===== config.mk =====
export PLATFORM = sky130hd
export DESIGN_NAME = fir_serial_mac_flat
export DESIGN_NICKNAME = d
export VERILOG_FILES = /design/src/rtl/fir_pkg.sv /design/src/rtl/fir_serial_mac_if.sv /design/src/rtl/fir_sample_ring.sv /design/src/rtl/fir_serial_mac.sv /design/src/flat_wrapper.sv
export SDC_FILE = /design/constraint.sdc
export NUM_CORES = 2
export LEC_CHECK = 0
export CORE_MARGIN = 10
export CORE_UTILIZATION = 48
export DETAILED_ROUTE_END_ITERATION = 7
export PLACE_DENSITY = 0.61
export SLEW_MARGIN = 20
export SYNTH_ARGS = -nofsm -noshare
export SYNTH_HDL_FRONTEND = slang
export SYNTH_SLANG_ARGS = --single-unit
export TNS_END_PERCENT = 10

===== constraint.sdc =====
create_clock -name clk -period 23.8 [get_ports clk]
set_clock_uncertainty 0.1 [all_clocks]
set_input_delay 4.76 -clock clk [delete_from_list [all_inputs] [get_ports clk]]
set_output_delay 4.76 -clock clk [all_outputs]
set_load 0.02 [all_outputs]

===== src/rtl/fir_pkg.sv =====
// -----------------------------------------------------------------------------
// fir_pkg
// Shared definitions for the FIR blocks: default widths, the serial MAC state
// encoding and the truncating multiply-accumulate used by both the tap chain
// and the serial engine.
// -----------------------------------------------------------------------------
package fir_pkg;

  localparam int unsigned FIR_N     = 32;
  localparam int unsigned FIR_TAPS  = 8;
  // Working width of the MAC helper; callers cast the result down to N bits,
  // which gives the per-product truncation and mod 2^N wrap (N <= 64).
  localparam int unsigned FIR_MAC_W = 64;

  typedef enum logic [1:0] {
    IDLE = 2'd0,
    MAC  = 2'd1,
    OUT  = 2'd2
  } fir_mac_state_t;

  function automatic logic [FIR_MAC_W-1:0] fir_mac(
    input logic [FIR_MAC_W-1:0] acc,
    input logic [FIR_MAC_W-1:0] b,
    input logic [FIR_MAC_W-1:0] x
  );
    return acc + b * x;
  endfunction

endpackage


===== src/rtl/fir_serial_mac_if.sv =====
// -----------------------------------------------------------------------------
// fir_serial_mac_if
// Sample input, coefficient write port and result output of fir_serial_mac.
//   x_in/x_valid/x_ready         : sample handshake (source -> engine)
//   coef_we/coef_addr/coef_data  : coefficient write, coef_err flags a drop
//   y_out/y_valid/y_ready        : result handshake (engine -> consumer)
// master = the environment driving samples/coefficients and consuming y,
// slave  = the filter engine.
// -----------------------------------------------------------------------------
interface fir_serial_mac_if #(
  parameter int unsigned N    = 32,
  parameter int unsigned TAPS = 8
);
  localparam int unsigned AW = $clog2(TAPS);

  logic [N-1:0]  x_in;
  logic          x_valid;
  logic          x_ready;
  logic          coef_we;
  logic [AW-1:0] coef_addr;
  logic [N-1:0]  coef_data;
  logic          coef_err;
  logic [N-1:0]  y_out;
  logic          y_valid;
  logic          y_ready;

  modport master (
    output x_in, x_valid, coef_we, coef_addr, coef_data, y_ready,
    input  x_ready, coef_err, y_out, y_valid
  );

  modport slave (
    input  x_in, x_valid, coef_we, coef_addr, coef_data, y_ready,
    output x_ready, coef_err, y_out, y_valid
  );
endinterface


===== src/rtl/fir_sample_ring.sv =====
// -----------------------------------------------------------------------------
// fir_sample_ring
// Circular sample history for the serial FIR engine.
//   clk, rst  : clock, asynchronous active-high reset (clears history, wr_ptr)
//   wr_en     : store wr_data at wr_ptr and advance the pointer
//   wr_data   : sample to store
//   rd_k      : tap index k
//   rd_data   : hist[(p - k) mod TAPS], p = slot most recently written
// -----------------------------------------------------------------------------
module fir_sample_ring #(
  parameter int unsigned N    = 32,
  parameter int unsigned TAPS = 8,
  localparam int unsigned AW  = $clog2(TAPS)
) (
  input  logic          clk,
  input  logic          rst,
  input  logic          wr_en,
  input  logic [N-1:0]  wr_data,
  input  logic [AW-1:0] rd_k,
  output logic [N-1:0]  rd_data
);

  logic [N-1:0]  hist [TAPS];
  logic [AW-1:0] wr_ptr;
  logic [AW-1:0] last;
  logic [AW-1:0] rd_idx;

  always_ff @(posedge clk or posedge rst) begin
    if (rst) begin
      wr_ptr <= '0;
      for (int i = 0; i < TAPS; i++) hist[i] <= '0;
    end else if (wr_en) begin
      hist[wr_ptr] <= wr_data;
      wr_ptr       <= (wr_ptr == AW'(TAPS - 1)) ? '0 : wr_ptr + 1'b1;
    end
  end

  // The pointer has already moved past the newest sample, so step back one.
  // On underflow the AW-bit sum last + TAPS - k lands in 0..TAPS-1 even when
  // the intermediate value wraps, so no wider arithmetic is needed.
  always_comb begin
    last   = (wr_ptr == '0) ? AW'(TAPS - 1) : wr_ptr - 1'b1;
    rd_idx = (last >= rd_k) ? last - rd_k : last + AW'(TAPS) - rd_k;
  end

  assign rd_data = hist[rd_idx];

endmodule


===== src/rtl/fir_serial_mac.sv =====
// -----------------------------------------------------------------------------
// fir_serial_mac
// Time-multiplexed FIR: y[n] = sum_k b[k]*x[n-k], products truncated to N bits,
// sum mod 2^N. One MAC per cycle, TAPS+2 cycles per sample minimum.
//   clk, rst : clock, asynchronous active-high reset
//   bus      : fir_serial_mac_if.slave (sample in, coefficient write, y out)
//
//   state | meaning
//   IDLE  | x_ready=1, waiting for a sample; coefficient writes allowed
//   MAC   | one multiply-accumulate per cycle for k = 0..TAPS-1
//   OUT   | y_valid=1, y_out held until y_ready
// -----------------------------------------------------------------------------
module fir_serial_mac
  import fir_pkg::*;
#(
  parameter int unsigned N    = FIR_N,
  parameter int unsigned TAPS = FIR_TAPS
) (
  input logic             clk,
  input logic             rst,
  fir_serial_mac_if.slave bus
);

  localparam int unsigned AW = $clog2(TAPS);

  fir_mac_state_t state;
  logic [N-1:0]   coef [TAPS];
  logic [N-1:0]   acc;
  logic [N-1:0]   acc_next;
  logic [N-1:0]   hist_rd;
  logic [AW-1:0]  k;
  logic           accept;
  logic           last_tap;
  logic           coef_in_range;

  logic [N-1:0]   y_out_r;
  logic           y_valid_r;
  logic           x_ready_r;
  logic           coef_err_r;

  assign accept        = (state == IDLE) && bus.x_valid;
  assign last_tap      = (k == AW'(TAPS - 1));
  assign coef_in_range = (32'(bus.coef_addr) < TAPS);
  assign acc_next      = N'(fir_mac(FIR_MAC_W'(acc), FIR_MAC_W'(coef[k]),
                                    FIR_MAC_W'(hist_rd)));

  fir_sample_ring #(
    .N    (N),
    .TAPS (TAPS)
  ) u_ring (
    .clk     (clk),
    .rst     (rst),
    .wr_en   (accept),
    .wr_data (bus.x_in),
    .rd_k    (k),
    .rd_data (hist_rd)
  );

  always_ff @(posedge clk or posedge rst) begin
    if (rst) begin
      state      <= IDLE;
      k          <= '0;
      acc        <= '0;
      y_out_r    <= '0;
      y_valid_r  <= 1'b0;
      x_ready_r  <= 1'b1;
      coef_err_r <= 1'b0;
      for (int i = 0; i < TAPS; i++) coef[i] <= '0;
    end else begin
      coef_err_r <= 1'b0;
      // A write in IDLE lands at the same edge as a sample accept, so the
      // first MAC cycle already sees the new coefficient.
      if (bus.coef_we) begin
        if ((state == IDLE) && coef_in_range) coef[bus.coef_addr] <= bus.coef_data;
        else coef_err_r <= 1'b1;
      end

      case (state)
        IDLE: begin
          if (bus.x_valid) begin
            k         <= '0;
            acc       <= '0;
            x_ready_r <= 1'b0;
            state     <= MAC;
          end
        end
        MAC: begin
          acc <= acc_next;
          k   <= k + 1'b1;
          if (last_tap) begin
            y_out_r   <= acc_next;
            y_valid_r <= 1'b1;
            state     <= OUT;
          end
        end
        OUT: begin
          if (bus.y_ready) begin
            y_valid_r <= 1'b0;
            x_ready_r <= 1'b1;
            state     <= IDLE;
          end
        end
        default: state <= IDLE;
      endcase
    end
  end

  assign bus.x_ready  = x_ready_r;
  assign bus.y_valid  = y_valid_r;
  assign bus.y_out    = y_out_r;
  assign bus.coef_err = coef_err_r;

endmodule


===== src/flat_wrapper.sv =====
// flat-port wrapper written by rule: the top's interface ports become plain ports
module fir_serial_mac_flat import fir_pkg::*;
#(
  parameter int unsigned N    = FIR_N,
  parameter int unsigned TAPS = FIR_TAPS
)
  (clk, rst, bus_x_in, bus_x_valid, bus_coef_we, bus_coef_addr, bus_coef_data, bus_y_ready, bus_x_ready, bus_coef_err, bus_y_out, bus_y_valid);
  fir_serial_mac_if #(.N(N), .TAPS(TAPS)) bus_i ();
  input logic clk;
  input logic rst;
  input wire logic [$bits(bus_i.x_in)-1:0] bus_x_in;
  input wire logic [$bits(bus_i.x_valid)-1:0] bus_x_valid;
  input wire logic [$bits(bus_i.coef_we)-1:0] bus_coef_we;
  input wire logic [$bits(bus_i.coef_addr)-1:0] bus_coef_addr;
  input wire logic [$bits(bus_i.coef_data)-1:0] bus_coef_data;
  input wire logic [$bits(bus_i.y_ready)-1:0] bus_y_ready;
  output wire logic [$bits(bus_i.x_ready)-1:0] bus_x_ready;
  output wire logic [$bits(bus_i.coef_err)-1:0] bus_coef_err;
  output wire logic [$bits(bus_i.y_out)-1:0] bus_y_out;
  output wire logic [$bits(bus_i.y_valid)-1:0] bus_y_valid;
  assign bus_i.x_in = bus_x_in;
  assign bus_i.x_valid = bus_x_valid;
  assign bus_i.coef_we = bus_coef_we;
  assign bus_i.coef_addr = bus_coef_addr;
  assign bus_i.coef_data = bus_coef_data;
  assign bus_i.y_ready = bus_y_ready;
  assign bus_x_ready = bus_i.x_ready;
  assign bus_coef_err = bus_i.coef_err;
  assign bus_y_out = bus_i.y_out;
  assign bus_y_valid = bus_i.y_valid;
  fir_serial_mac #(.N(N), .TAPS(TAPS)) u_core (.clk(clk), .rst(rst), .bus(bus_i));
endmodule

Word-level counts from Yosys, hierarchy flattened. Index checks and enable logic that the tools add are counted. Widths: inputs -> output; s select.

Multipliers: 1. Bitwise gates (word level): 4. Shifts and indexed selects: 0. Mux-type cells: 30. Eq/ne operators: 7. Div/mod/pow operators: 0. $lt $le $gt $ge: 6. Reductions and logical operators: 14. $add $sub $neg: 5.

Operator list (number): $bwmux 256 (2); $mux 32 (7); $bmux 32 s3 (2); $demux 32 s3 (2); $pmux 32 s2 (1); $add 32x32->32 (1); $mul 32x32->32 (1); $ge 4x4->1 const B (4); $not 3->4 (4); $mux 3 (3); $reduce_and 3->1 (3); $lt 4x1->1 const B (2); $add 3x1->3 const B (2); $eq 3x3->1 const B (2); $mux 1 (6); $mux 2 (3); $pmux 2 s3 (1); $pmux 3 s2 (1); $reduce_and 2->1 (3); $reduce_bool 2->1 (3); $ne 2x2->1 const B (2); $pmux 1 s2 (2); $logic_and 1x1->1 (3); $logic_not 3->1 (1); other kinds (6) (6).

ROM bits: 0. Input bits: 72. RAM bits: 0. Memories: 0. Output and inout bits: 35. Logic and storage cells: 91. Register bits after elaboration: 587. Bits in latches: 0.

Longest topological paths before layout.
Depth in word-level cells: 10. Depth in mapped cells: 45. Depth with buffers taken out: 40.

Cells and area by module. A second synthesis with hierarchy kept.

Cells, all modules: 3580. Area, all modules: 42844.8 µm².

By module, submodules not included: fir_serial_mac (area an instance 31097.3 µm², cells each 2894, instances 1, seq. area each 8209.1 µm²); fir_sample_ring (area an instance 11747.5 µm², cells each 686, instances 1, seq. area each 6481.2 µm²).

Least setup slack after synthesis. Ideal clock, no wire load.

Path type: reg2reg. Start: reg u_core.u_ring.wr_ptr[0]. End: reg u_core.y_out_r[31] (netlist: u_core.bus.y_out[31]). Path slack: 13.482 ns. Period minus slack after synthesis: 10.318 ns. Path buffers: 6. Data arrival time: 10.084 ns. Library setup time: 0.134 ns. Required time: 23.566 ns. Cell stages (with the launch flop): 46. Path through: dfrtp_1 > inv_1 > ha_1 > nand2b_1 > and2_1 > ha_1 > fa_1 > xnor2_1 > o21ai_2 > nand2_4 > buf_6 > buf_6 > buf_6 > buf_2 > nand2_1 > nand3_1 > and4_1 > clkbuf_1 > [... 10 more ...] > ha_1 > fa_1 > inv_1 > fa_1 > inv_1 > ha_1 > a21o_1 > a21o_1 > a21o_1 > or4_1 > o21a_1 > a211oi_1 > o21bai_1 > a221o_1 > a41oi_1 > a21oi_1 > xnor2_1 > o21ai_1.

Word-level cells in the longest chain between the ends: 9. Elaborated cells between the ends (all ways): 10. Classes of those cells: 3 x add/sub; 1 x mul; 4 x mux; 1 x bitwise; 1 x reduce/logical.

Ends and longest elaborated chain: from (decl) (RTL line fir_sample_ring.sv:24) `logic [AW-1:0] wr_ptr;`; from (signal assigned) (RTL line fir_sample_ring.sv:34) `wr_ptr <= (wr_ptr == AW'(TAPS - 1)) ? '0 : wr_ptr + 1'b1;`; $sub 3x1->3 or $logic_not 3->1 (tied branches) (RTL line fir_sample_ring.sv:42) `last = (wr_ptr == '0) ? AW'(TAPS - 1) : wr_ptr - 1'b1;`; $mux 3 * (RTL line fir_sample_ring.sv:42); $sub 3x3->3 * (RTL line fir_sample_ring.sv:43) `rd_idx = (last >= rd_k) ? last - rd_k : last + AW'(TAPS) - rd_k;`; $not 3->4 (not written as such) * (RTL line fir_sample_ring.sv:46) `assign rd_data = hist[rd_idx];`; $bmux 32 s3 * (RTL line fir_sample_ring.sv:46); $mux 32 (not written as such) * (2 in a row) (RTL line fir_sample_ring.sv:46); $mul 32x32->32 * (RTL line fir_pkg.sv:26) `return acc + b * x;`; $add 32x32->32 * (RTL line fir_pkg.sv:26); to (signal assigned) (RTL line fir_serial_mac.sv:91) `y_out_r <= acc_next;`; to (decl) (RTL line fir_serial_mac.sv:36) `logic [N-1:0] y_out_r;`.

Every way passes the cells marked *; elsewhere a longest branch is shown, timed or not. The select of a mux whose other input is x is not followed. A chain may end at the register's enable or synchronous reset.

Final worst setup path. Same ends and word-level chain as after synthesis.

==> out/qor.log <==
INFO  run_status     outcome=completed
INFO  floorplanning  coreArea=0.0868mm2
INFO  finish         finish.utilization=53.9%
INFO  floorplanning  placementRows=108
INFO  timing         grt_setup_unrepaired=false
INFO  global_routing grt_first_pass_wirelength=170,000um
INFO  timing         final_sum_of_negative_setup_slack=0ns
INFO  clock_network  htreeDepth=3
INFO  placed_design  gp_routability_congestion=0.858
INFO  timing         fin_crit_sh=48.7%
INFO  drt            detailedRoute.firstIterationViolations=1,336
INFO  hold_path      hp-class=flip-flop to flip-flop
INFO  yosys          post_synth_instance_area=0.0420mm2
INFO  clock_network  cts_setup_buffers=0
INFO  run            maxCapViolations=0
INFO  timing         post-route-min-period=11.58ns
INFO  worst_setup_path crit_slowest_cell=sky130_fd_sc_hd__mux4_2
INFO  worst_setup_path worst-path-max-fanout=53
INFO  clock_network  cts_buffers=67
INFO  yosys          ys_seq_area_share=35.0%
INFO  global_routing antenna_found_initial=7
INFO  clock_network  clock_tree.buffer_depth=3
INFO  yosys          syn_avg_cell_area=12.0um2
INFO  yosys          syn-num-nets=4,135
INFO  yosys          fraction_of_synthesized_cell_area_taken_by_the_top_area_cell_type=34.9%
INFO  drt            finalWirelength=107,000um
INFO  floorplanning  die_width=316um
INFO  timing         fmax=0.0863GHz
INFO  finish         final_cell_area=0.0467mm2
INFO  yosys          synth_enable_flop_cells=0
INFO  floorplanning  die_y=316um
INFO  finish         syn2layout_area_growth=11.3%
INFO  timing         finalMaxSlewViolations=0
INFO  timing         max_slew.worst_pin.slew=1.12ns
INFO  drt            drt_first_pass_iters=5
INFO  clock_network  clock_tree.root_cell=sky130_fd_sc_hd__clkbuf_16
INFO  timing         fin_worst_hold_slack=0.378ns
INFO  yosys          synth.most_common_cell=sky130_fd_sc_hd__dfrtp_1
INFO  drt            remaining_drc_errors=0
INFO  yosys          yosys_warnings=0
INFO  yosys          synthTopCellsByArea=sky130_fd_sc_hd__dfrtp_1 35%, sky130_fd_sc_hd__fa_1 21%, sky130_fd_sc_hd__mux2_2 14%
INFO  worst_setup_path cp_data_required_time=24.14ns
INFO  finish         finish.net_count=4,213
INFO  global_routing pin_count_of_the_biggest_net_entering_global_routing=124
INFO  clock_network  holdBufCountCts=0
INFO  yosys          synth_seq_cells=587
INFO  clock_network  worstSkewPairLatency=0.62ns
INFO  clock_network  clock_sinks=587
INFO  worst_setup_path critPathTopFamily=adder cells
INFO  yosys          post_synth_inst_count=3,493
INFO  floorplanning  die-area=0.0998mm2
INFO  placed_design  post_dp_cell_area=0.0446mm2
INFO  timing         hold_violations=0
INFO  placed_design  place.port_buffers=106
INFO  floorplanning  num_io_pins=107
INFO  yosys          synth_cell_types=56
INFO  worst_setup_path setup.worst_path.start_class=flip-flop
INFO  finish         drive_above_1_share=26.3%
INFO  drt            wl_per_cell=22.5um
INFO  yosys          synthArstFlopShare=100%
INFO  clock_network  path_clk_slew=0.06ns
INFO  yosys          netlist_top_cells_count=586 x sky130_fd_sc_hd__dfrtp_1, 541 x sky130_fd_sc_hd__mux2_2, 473 x sky130_fd_sc_hd__inv_1
INFO  global_routing number_of_global_route_vias_before_repair=28,500
INFO  floorplanning  initial_core_util=48.4%
INFO  drt            drt-vias-per-instance=5.51
INFO  worst_setup_path endpoint_kind=flip-flop
INFO  global_routing grt_use_total=22.1%
INFO  drt            antenna_violating_nets_post_route=0
INFO  clock_network  tritoncts=yes
INFO  yosys          synth_flop_cell=sky130_fd_sc_hd__dfrtp_1
INFO  timing         timing.slew.headroom=24.8%
INFO  clock_network  cts_repair_resize_count=0
INFO  worst_setup_path criticalPathCategory=flip-flop to flip-flop
INFO  worst_setup_path critPathMaxStageDelay=0.79ns
INFO  global_routing grt_total_ovfl=0
INFO  worst_setup_path worstPathBufferInverterCount=7
INFO  placed_design  detailed_place_hpwl=74,600um
INFO  yosys          synth_top_area_cell=sky130_fd_sc_hd__dfrtp_1
INFO  drt            vias=26,300
INFO  timing         number_of_endpoints_failing_setup_at_the_final_stage=0
INFO  worst_setup_path critPathArrivalTime=11.92ns
==> final timing paths <==
| check | start | endpoint | slack, ns | cells past startpoint |
|---|---|---|---|---|
| worst max-delay path | u_core.u_ring.wr_ptr[0]$_DFFE_PP0P_ | u_core.bus.y_out[31]$_DFFE_PP0P_ | 12.22 | 39 |
| worst min-delay path | u_core.bus.y_out[5]$_DFFE_PP0P_ | u_core.bus.y_out[5]$_DFFE_PP0P_ | 0.38 | 2 |
| worst max register to register | u_core.u_ring.wr_ptr[0]$_DFFE_PP0P_ | u_core.bus.y_out[31]$_DFFE_PP0P_ | 12.22 | 39 |
| worst min register to register | u_core.bus.y_out[5]$_DFFE_PP0P_ | u_core.bus.y_out[5]$_DFFE_PP0P_ | 0.38 | 2 |
| min in group asynchronous | rst | u_core.coef[118]$_DFFE_PP0P_ | 4.63 | 2 |
| max in group asynchronous | rst | u_core.u_ring.hist[204]$_DFFE_PP0P_ | 15.75 | 5 |
==> layout make-up <==
cell class	count	area, um2
well taps	1155	1450
flip-flops and latches	587	14700
clock buffers	98	1940
inverters	474	1790
diodes	2	5.00
multi-input cells	2262	25000
clock inverters	21	239
repair buffers	179	1610
fillers	7505	40000
==> tightest hold or removal path, cell delays in order, from the launching register on <==
cell                      delay, ns
sky130_fd_sc_hd__dfrtp_1       0.33
sky130_fd_sc_hd__nand2_1       0.04
sky130_fd_sc_hd__o21ai_0       0.06
==> sequential cells by signal, indices dropped and copies added, names as in the netlist <==
register and count:
u_core.acc 32, u_core.bus.coef_err 1, u_core.bus.x_ready 1, u_core.bus.y_out 32, u_core.bus.y_valid 1, u_core.coef 256, u_core.k 3, u_core.state 2
u_core.u_ring.hist 256, u_core.u_ring.wr_ptr 3
==> cell usage in the layout, fill, tap and decap left out, types with 7 or more instances in the layout <==
cell type and n:
sky130_fd_sc_hd__mux2i_2 9, sky130_fd_sc_hd__fa_1 438, sky130_fd_sc_hd__or2_2 72, sky130_fd_sc_hd__clkbuf_1 16, sky130_fd_sc_hd__xor2_1 22, sky130_fd_sc_hd__clkbuf_16 67, sky130_fd_sc_hd__a21o_1 14, sky130_fd_sc_hd__a21oi_1 30
sky130_fd_sc_hd__o21ai_0 78, sky130_fd_sc_hd__mux4_2 112, sky130_fd_sc_hd__nor2_1 314, sky130_fd_sc_hd__nand2_2 9, sky130_fd_sc_hd__clkbuf_8 15, sky130_fd_sc_hd__mux2i_1 52, sky130_fd_sc_hd__nand2_1 168, sky130_fd_sc_hd__nand3_1 34
sky130_fd_sc_hd__mux2i_4 7, sky130_fd_sc_hd__nor2b_1 27, sky130_fd_sc_hd__mux2_2 541, sky130_fd_sc_hd__nand2b_1 65, sky130_fd_sc_hd__clkdlybuf4s50_1 106, sky130_fd_sc_hd__xnor2_1 59, sky130_fd_sc_hd__dfrtp_1 583, sky130_fd_sc_hd__and2_1 8
sky130_fd_sc_hd__clkinv_2 8, sky130_fd_sc_hd__buf_4 72, sky130_fd_sc_hd__inv_1 472, sky130_fd_sc_hd__ha_1 130
==> through the flow <==
| stage | std cells | worst slack [ns] |
|---|---|---|
| final | 4778 | 12.22 |
| after detailed placement | 4657 | 12.29 |
| after floorplan | 3493 | 2.52 |
| after global placement | 4657 | 12.43 |
| after CTS | 4776 | 12.24 |
| after global routing | 4778 | 11.59 |
==> routing by layer <==
layer	up-vias	wire (um)	track usage, %
met3	168	4620	3.14
li1	11500	-	-
met5	-	59	0
met2	567	54200	37.8
met4	8	2800	6.18
met1	14100	45800	29.1
==> cell families (layout without fill, tap and decap cells) <==
family	Yosys count	count (layout)	synth area share [%]
flops	587	587	35.0
simple gates	728	728	7.85
xor+xnor	87	87	1.98
compound gates	153	153	2.14
buf+inv	644	772	5.99
other cells	0	2	0
mux	724	724	22.3
fa+ha+maj	570	570	24.8
Power is not shown: default switching activity piles up to over one toggle a cycle in this logic, so the estimate is an artifact.
